## config.mk

```make
export PLATFORM = sky130hd
export DESIGN_NAME = mips_sequencer
export DESIGN_NICKNAME = d
export VERILOG_FILES = /design/src/rtl/mips_sequencer.sv
export SDC_FILE = /design/constraint.sdc
export NUM_CORES = 1
export LEC_CHECK = 0
export CORE_MARGIN = 2
export CORE_UTILIZATION = 41
export CTS_CLUSTER_DIAMETER = 150
export DETAILED_ROUTE_END_ITERATION = 8
export MAX_ROUTING_LAYER = met4
export PLACE_DENSITY = 0.75
export SLEW_MARGIN = 25
export SYNTH_ARGS = -nofsm -noshare
export SYNTH_HDL_FRONTEND = slang
export SYNTH_SLANG_ARGS = --single-unit
```

## constraint.sdc

```tcl
create_clock -name clk -period 1.6 [get_ports clk]
set_input_delay 0.16 -clock clk [delete_from_list [all_inputs] [get_ports clk]]
set_output_delay 0.16 -clock clk [all_outputs]
set_load 0.02 [all_outputs]
```

## src/rtl/mips_sequencer.sv

```systemverilog
// mips_sequencer: multicycle MIPS control sequencer (FETCH/DECODE/EXEC/MDWAIT/HALT/FAULT).
// Optional waitrequest watchdog is compiled in with `define SEQ_WATCHDOG_EN.
module mips_sequencer #(
    parameter int MD_LATENCY = 32,
    parameter int TIMEOUT_W  = 8
) (
    input  logic       clk,
    input  logic       reset,
    input  logic [5:0] opcode,
    input  logic [5:0] function_code,
    input  logic       waitrequest,
    input  logic       pc_zero,
    output logic [2:0] state,
    output logic       active,
    output logic       read,
    output logic       write,
    output logic       ir_load,
    output logic       pc_we,
    output logic       reg_commit,
    output logic       hilo_commit,
    output logic       stall,
    output logic       fault
);
    localparam logic [2:0] S_FETCH  = 3'd0;
    localparam logic [2:0] S_DECODE = 3'd1;
    localparam logic [2:0] S_EXEC   = 3'd2;
    localparam logic [2:0] S_MDWAIT = 3'd3;
    localparam logic [2:0] S_HALT   = 3'd4;
    localparam logic [2:0] S_FAULT  = 3'd5;
    // EXEC is the first of the MD_LATENCY cycles, so MDWAIT counts down from MD_LATENCY-2.
    localparam logic [7:0] MD_INIT  = MD_LATENCY > 1 ? 8'(MD_LATENCY - 2) : 8'd0;
    localparam logic       MD_ONE   = MD_LATENCY == 1;

    logic [2:0] state_q, state_d;
    logic [7:0] md_cnt_q, md_cnt_d;
    logic       is_load, is_store, is_mem, is_md;
    logic       in_f, in_e, in_m, mem_stall, md_done, run, wd_trip;

    assign is_load   = opcode >= 6'd32 && opcode <= 6'd38;
    assign is_store  = opcode == 6'd40 || opcode == 6'd41 || opcode == 6'd43;
    assign is_mem    = is_load || is_store;
    assign is_md     = opcode == 6'd0 && function_code >= 6'd24 && function_code <= 6'd27;
    assign in_f      = state_q == S_FETCH;
    assign in_e      = state_q == S_EXEC;
    assign in_m      = state_q == S_MDWAIT;
    assign mem_stall = waitrequest && ((in_f && !pc_zero) || (in_e && is_mem));
    assign md_done   = (in_e && is_md && MD_ONE) || (in_m && md_cnt_q == 8'd0);
    assign run       = !reset;

`ifdef SEQ_WATCHDOG_EN
    logic [TIMEOUT_W-1:0] wd_cnt_q, wd_cnt_d;
    assign wd_cnt_d = mem_stall ? wd_cnt_q + 1'b1 : '0;
    // Trip on the stall cycle that brings the count to all-ones.
    assign wd_trip  = mem_stall && wd_cnt_q == {{(TIMEOUT_W-1){1'b1}}, 1'b0};
    // Watchdog counter: counts consecutive memory stall cycles.
    always_ff @(posedge clk) begin
        wd_cnt_q <= reset ? '0 : wd_cnt_d;
    end
`else
    assign wd_trip = 1'b0;
`endif

    // State and multdiv counter registers.
    always_ff @(posedge clk) begin
        if (reset) begin
            state_q  <= S_FETCH;
            md_cnt_q <= 8'd0;
        end else begin
            state_q  <= state_d;
            md_cnt_q <= md_cnt_d;
        end
    end

    // Next-state and counter update.
    always_comb begin
        state_d  = state_q;
        md_cnt_d = md_cnt_q;
        case (state_q)
            S_FETCH:  state_d = pc_zero ? S_HALT : waitrequest ? S_FETCH : S_DECODE;
            S_DECODE: state_d = S_EXEC;
            S_EXEC: begin
                if (is_mem) begin
                    state_d = waitrequest ? S_EXEC : S_FETCH;
                end else if (is_md && !MD_ONE) begin
                    state_d  = S_MDWAIT;
                    md_cnt_d = MD_INIT;
                end else begin
                    state_d = S_FETCH;
                end
            end
            S_MDWAIT: begin
                state_d  = md_cnt_q == 8'd0 ? S_FETCH : S_MDWAIT;
                md_cnt_d = md_cnt_q == 8'd0 ? 8'd0 : md_cnt_q - 8'd1;
            end
            default:  state_d = state_q;
        endcase
        if (wd_trip) state_d = S_FAULT;
    end

    // Outputs: decoded from state, counters and inputs; forced to 0 during reset.
    always_comb begin
        state       = run ? state_q : S_FETCH;
        active      = run && state_q <= S_MDWAIT;
        read        = run && ((in_f && !pc_zero) || (in_e && is_load));
        write       = run && in_e && is_store;
        ir_load     = run && in_f && !pc_zero && !waitrequest;
        pc_we       = run && (md_done || (in_e && !is_md && !(is_mem && waitrequest)));
        reg_commit  = run && in_e && !is_md && !is_store && !(is_mem && waitrequest);
        hilo_commit = run && md_done;
        stall       = run && (mem_stall || in_m);
`ifdef SEQ_WATCHDOG_EN
        fault       = run && state_q == S_FAULT;
`else
        fault       = 1'b0;
`endif
    end
endmodule

```

* After elaboration in Yosys (flattened, before gate mapping)
Cells that the tools add are included.
** Word-level totals
- Memories kept :: 0
- ROM bits :: 0
- Bits in latches :: 0
- Bits in writable memories :: 0
- Logic and storage cells :: 71
- Flip-flop bits (word level) :: 11
- Output and inout port bits :: 12
** Cells by class
- Magnitude comparators :: 5
- Multiply operators :: 0
- Reductions and logical operators :: 43
- Eq/ne operators :: 8
- Mux-type cells :: 12
- Shift-type cells :: 0
- Divide/modulo/power cells :: 0
- $add $sub $neg :: 1
- Bitwise gates (word level) :: 0
** Operator list (count)
- logical AND 1 bit :: 24
- two-way mux 8 bit :: 3
- equality test 6 bit, second input constant :: 3
- one-hot mux 8 bit (2 select lines) :: 1
- one-hot mux 3 bit (4 select lines) :: 1
- logical NOT 8 bit :: 1
- two-way mux 2 bit :: 4
- subtractor 8 x 1 -> 8 bit, second input constant :: 1
- logical OR 1 bit :: 7
- equality test 3 x 2 -> 1 bit, second input constant :: 2
- greater-or-equal comparator 6 x 5 -> 1 bit, second input constant :: 1
- greater-or-equal comparator 6 bit, second input constant :: 1
- <= comparator 6 x 5 -> 1 bit, second input constant :: 1
- <= comparator 6 bit, second input constant :: 1
- logical NOT 1 bit :: 6
- logical NOT 6 bit :: 1
- two-way mux 3 bit :: 2
- != test 2 bit, second input constant :: 2
- nonzero test 4 bit :: 1
- equality test 3 x 1 -> 1 bit, second input constant :: 1
- <= comparator 3 x 2 -> 1 bit, second input constant :: 1
- logical NOT 3 bit :: 1
- AND reduction 3 bit :: 1
- nonzero test 2 bit :: 1
- two-way mux 1 bit :: 1

* Depth between registers and ports, before layout
- Depth in word-level cells :: 9
- Depth in mapped cells :: 6
- Mapped depth without buffers :: 6

* Worst setup path before layout
Ideal clock, no wire load.
- Path kind :: register to output
- From :: register state_q[2]
- To :: output ir_load
- Stages on the path, launching flop included :: 4
- Path slack :: -0.205 ns
- Arrival time :: 1.645 ns
- Cell sequence :: dfxtp_1 -> clkbuf_1 -> nor2_1 -> nor4bb_1
** Between the ends
- Cells in the longest elaborated chain, start to end :: 4
** RTL lines
- from (decl) :: RTL line 34 : logic [2:0] state_q, state_d;
- from (signal assigned) :: RTL line 69 : state_q <= state_d;
- logical NOT 3 bit :: RTL line 43 : assign in_f = state_q == S_FETCH;
- logical AND 1 bit (3 in series) :: RTL line 106 : ir_load = run && in_f && !pc_zero && !waitrequest;
- to (decl) :: RTL line 17 : output logic ir_load,
No other way between the ends.

* Worst setup path after layout
- From :: register md_cnt_q[0]
- To :: output pc_we
** Between the ends
- Cells in the longest elaborated chain, start to end :: 4
** RTL lines
- from (decl) :: RTL line 35 : logic [7:0] md_cnt_q, md_cnt_d;
- from (signal assigned) :: RTL line 70 : md_cnt_q <= md_cnt_d;
- logical NOT 8 bit :: RTL line 47 : assign md_done = (in_e && is_md && MD_ONE) || (in_m && md_cnt_q == 8'd0);
- logical AND 1 bit :: RTL line 47
- logical OR 1 bit :: RTL line 107 : pc_we = run && (md_done || (in_e && !is_md && !(is_mem && waitrequest)));
- logical AND 1 bit :: RTL line 107
- to (decl) :: RTL line 18 : output logic pc_we,
No other way between the ends.

==> impl_results.md <==
* Status: complete, but fails checks
* Failing checks: negative setup slack
* Syn_nets at ~130
* Sequential area share after synthesis at 25.4%
* Total GRT Usage at approximately 27%
* Final worst slack at -0.0243 ns
* TritonCTS Sinks at 11
* # setup viols final at 2
* DR DRC count at 0
* IO buf count at 24
* First-pass GRT wire length at approximately 5000 µm
* Fraction of layout cells with a size suffix above 1 at between 50% and 60%
* Tcrit/Tclk final at 102%
* Hold Crit Class: primary input to flop
* DP HPWL at around 2200 µm
* Initial core utilization at 43.8%
* Setup crit start: md_cnt_q[0]$_SDFFE_PP0P_
* Multi-input logic area at approximately 750 µm²
* Num rows at 16
* Buf/Inv on CP at 2
* MaxCap Viol Count at 0
* CP startpoint kind: flop
* Clock transition at path regs at 0.07 ns
* Worst path depth at 6
* # H-tree levels at 1
* Die H at 50.0 µm
* Layout area overhead at 91.9%
* CTS Buffer Depth at 2
* Initial antenna violation count at 0
* PnR Total Power at 0.783 mW
* RSZ-0062 raised after global routing: yes
* Worst-path fanout max at 3
* Gpl congestion at 0.862
* Crit Path Category: flop to primary output
* CTS Hold Bufs at 0
* Fillers at 103
* Unique masters post-synth at 41
* Reg2Reg Depth at 7
* Yosys warns at 0
* Root Driver: clkbuf_4
* Ant. Diodes at 0
* Fin. max-slew vios at 0
* Crit. End Element: primary output
* Final min period at between 1.5 and 2 ns
* Fin Hold WS at 0.423 ns
* TritonCTS clock tree: yes
* WL/cell at about 16 µm
* Synth Register Bits at 11
* Total CTS buffers at 3
* Most frequent cells in the layout: 46 x buf_4, 9 x nor2_1, 9 x nand3_1
* Reg-to-reg startpoint: md_cnt_q[0]$_SDFFE_PP0P_
* Crit path largest cell delay at between 0.3 and 0.4 ns
* Synth Instances at 115
* Fin area at approximately 0.0017 mm²
* Post-layout util at a little over four fifths
* Crit path DAT at 1.46 ns
* Avg Cell Area, Syn at about 7.5 µm²
* DIE WIDTH at 50.0 µm
* GR Overflow Total at 0
* Max stage delay cell, worst path: dfxtp_2
* Via density at 5.65
* DR vias at 1192
* Routed Wire Length at 3410 µm
* Worst vdd ir at around 400 µV
* Commonest non-fill, non-tap cell in the layout: buf_4
* Critical R2R Capture: state_q[0]$_SDFFE_PP0P_
* Final non-filler cell total at ~210
* Die area at 0.00250 mm²
* Peak Freq at around 620 MHz
* Cell area after placement at 0.00144 mm²
* Number of global-route vias before repair at about 1200
* P_leak at roughly 0.75 nW
* Core area at 0.00198 mm²
* Worst skew pair latency at approximately 0.27 ns
* Critical path destination: pc_we
* Initial DRC Count at 16
* Largest net degree at the start of global routing at 12
* First-pass DRT Iterations at 4
* Skew final at 0.00923 ns
* Ports at 28
* Top delay family on crit path: simple AND/OR/NAND/NOR gates
* Crit-path cells: inv_2 -> ha_4 -> nor4b_4 -> nand2_2 -> o22ai_2 -> buf_6
* # nets final at 203
* Fin. Hold Viols at 0
* P per Cell Area at 470 mW/mm²
* Cell area after synthesis at 867 µm²
* Reg2Reg Setup Slack at 0 ns
* Placed Cells incl. Taps at just over 200
* Register Area at between 200 and 250 µm²
* Post-DRT Antenna Nets at 0
* Critical Path RT at ~1.4 ns
[synth_stat cells]
master | number | share of area [%]
nor4b_1 | 2 | 2.0
or3_4 | 1 | 1.3
nor4bb_1 | 1 | 1.2
nand3_1 | 9 | 5.2
a31oi_1 | 3 | 2.2
or2b_1 | 1 | 0.87
or3_1 | 1 | 0.72
nor2b_4 | 1 | 1.6
and2_1 | 1 | 0.72
o211ai_1 | 3 | 2.6
buf_4 | 3 | 2.6
o21a_1 | 2 | 1.7
buf_2 | 2 | 1.2
nand2b_1 | 3 | 2.2
nand4b_1 | 2 | 2.0
a2111oi_0 | 1 | 1.0
mux2_2 | 1 | 1.3
and3b_1 | 1 | 1.0
nor4b_2 | 2 | 3.5
nand2_1 | 9 | 3.9
dfxtp_1 | 11 | 25
nor3_1 | 4 | 2.3
nand3b_1 | 3 | 2.6
conb_1 | 1 | 0.43
clkbuf_1 | 1 | 0.43
a21oi_1 | 3 | 1.7
o22ai_1 | 1 | 0.72
buf_1 | 1 | 0.43
a221o_1 | 1 | 1.2
o21ai_0 | 3 | 1.7
a21boi_0 | 1 | 0.87
nor2_1 | 13 | 5.6
nor4_1 | 3 | 2.2
a221oi_1 | 1 | 1.0
a211oi_2 | 1 | 1.4
a211o_1 | 1 | 1.0
or4_1 | 3 | 2.6
inv_1 | 7 | 3.0
nor2b_1 | 4 | 2.9
o21bai_1 | 1 | 0.87
ha_1 | 2 | 2.9
[tightest hold or removal path, stage by stage]
cell and delay [ns]:
dlymetal6s2s_1 0.23, buf_4 0.19, nor2_1 0.06
[logic make-up (layout without fill, tap and decap cells)]
logic type	count (synthesis)	in the layout	synth area share, %
simple gates	64	64	44.3
compound gates	22	22	18.0
mux	1	1	1.30
buf+inv	14	83	7.65
other cells	1	1	0.432
fa+ha+maj	2	2	2.89
flops	11	11	25.4
[per-stage QoR]
stage | setup TNS [ns] | setup slack [ns]
2_1_floorplan | -0.0376 | -0.0317
6_report | -0.0278 | -0.0243
5_1_grt | -0.403 | -0.0833
3_5_place_dp | -7.86 | -0.752
3_3_place_gp | -6.61 | -0.738
4_1_cts | -0.0600 | -0.0353
[report_power, final]
part	internal [mW]	total [mW]	switching [mW]	leakage [nW]
clock	0.0962	0.197	0.101	0.0150
combinational	0.153	0.285	0.132	0.640
sequential	0.282	0.300	0.0185	0.0918
[layout make-up]
cell class / instances / share of cell area, %
sequential: 11 / 13.9
inverter: 7 / 1.58
multi-input combinational: 90 / 45.3
clock buffer: 4 / 1.58
timing repair buffer: 72 / 35.6
tap: 27 / 2.03
[worst min-delay path by stage]
stage / slack [ns] / cells after the start / end / startpoint
finish: 0.42 / 3 / state_q[2]$_SDFFE_PP0P_ / reset
CTS: 0.56 / 2 / md_cnt_q[7]$_SDFFE_PP0P_ / md_cnt_q[7]$_SDFFE_PP0P_
detailed placement: 0.53 / 2 / md_cnt_q[7]$_SDFFE_PP0P_ / md_cnt_q[7]$_SDFFE_PP0P_
global route: 0.43 / 3 / state_q[2]$_SDFFE_PP0P_ / reset
floorplan: 0.30 / 2 / state_q[2]$_SDFFE_PP0P_ / pc_zero
global placement: 0.51 / 2 / md_cnt_q[7]$_SDFFE_PP0P_ / md_cnt_q[7]$_SDFFE_PP0P_
[registers in the layout, indices dropped and copies added, names as in the netlist]
name,flops
md_cnt_q,8
state_q,3
[metal layers]
layer	up-vias	track usage (%)	wire length [µm]
li1	558	-	-
met1	577	28.0	1310
met2	47	49.8	1820
met3	10	5.76	177
met4	0	9.26	98
met5	-	-	0
[repair_timing]
action	CTS	global route
setup endpoints to repair	21	12
pin swaps	13	12
buffers inserted	6	1
hold endpoints to repair	0	0
gates resized for setup	79	26
Note: power is estimated with default switching activity, not from simulation.
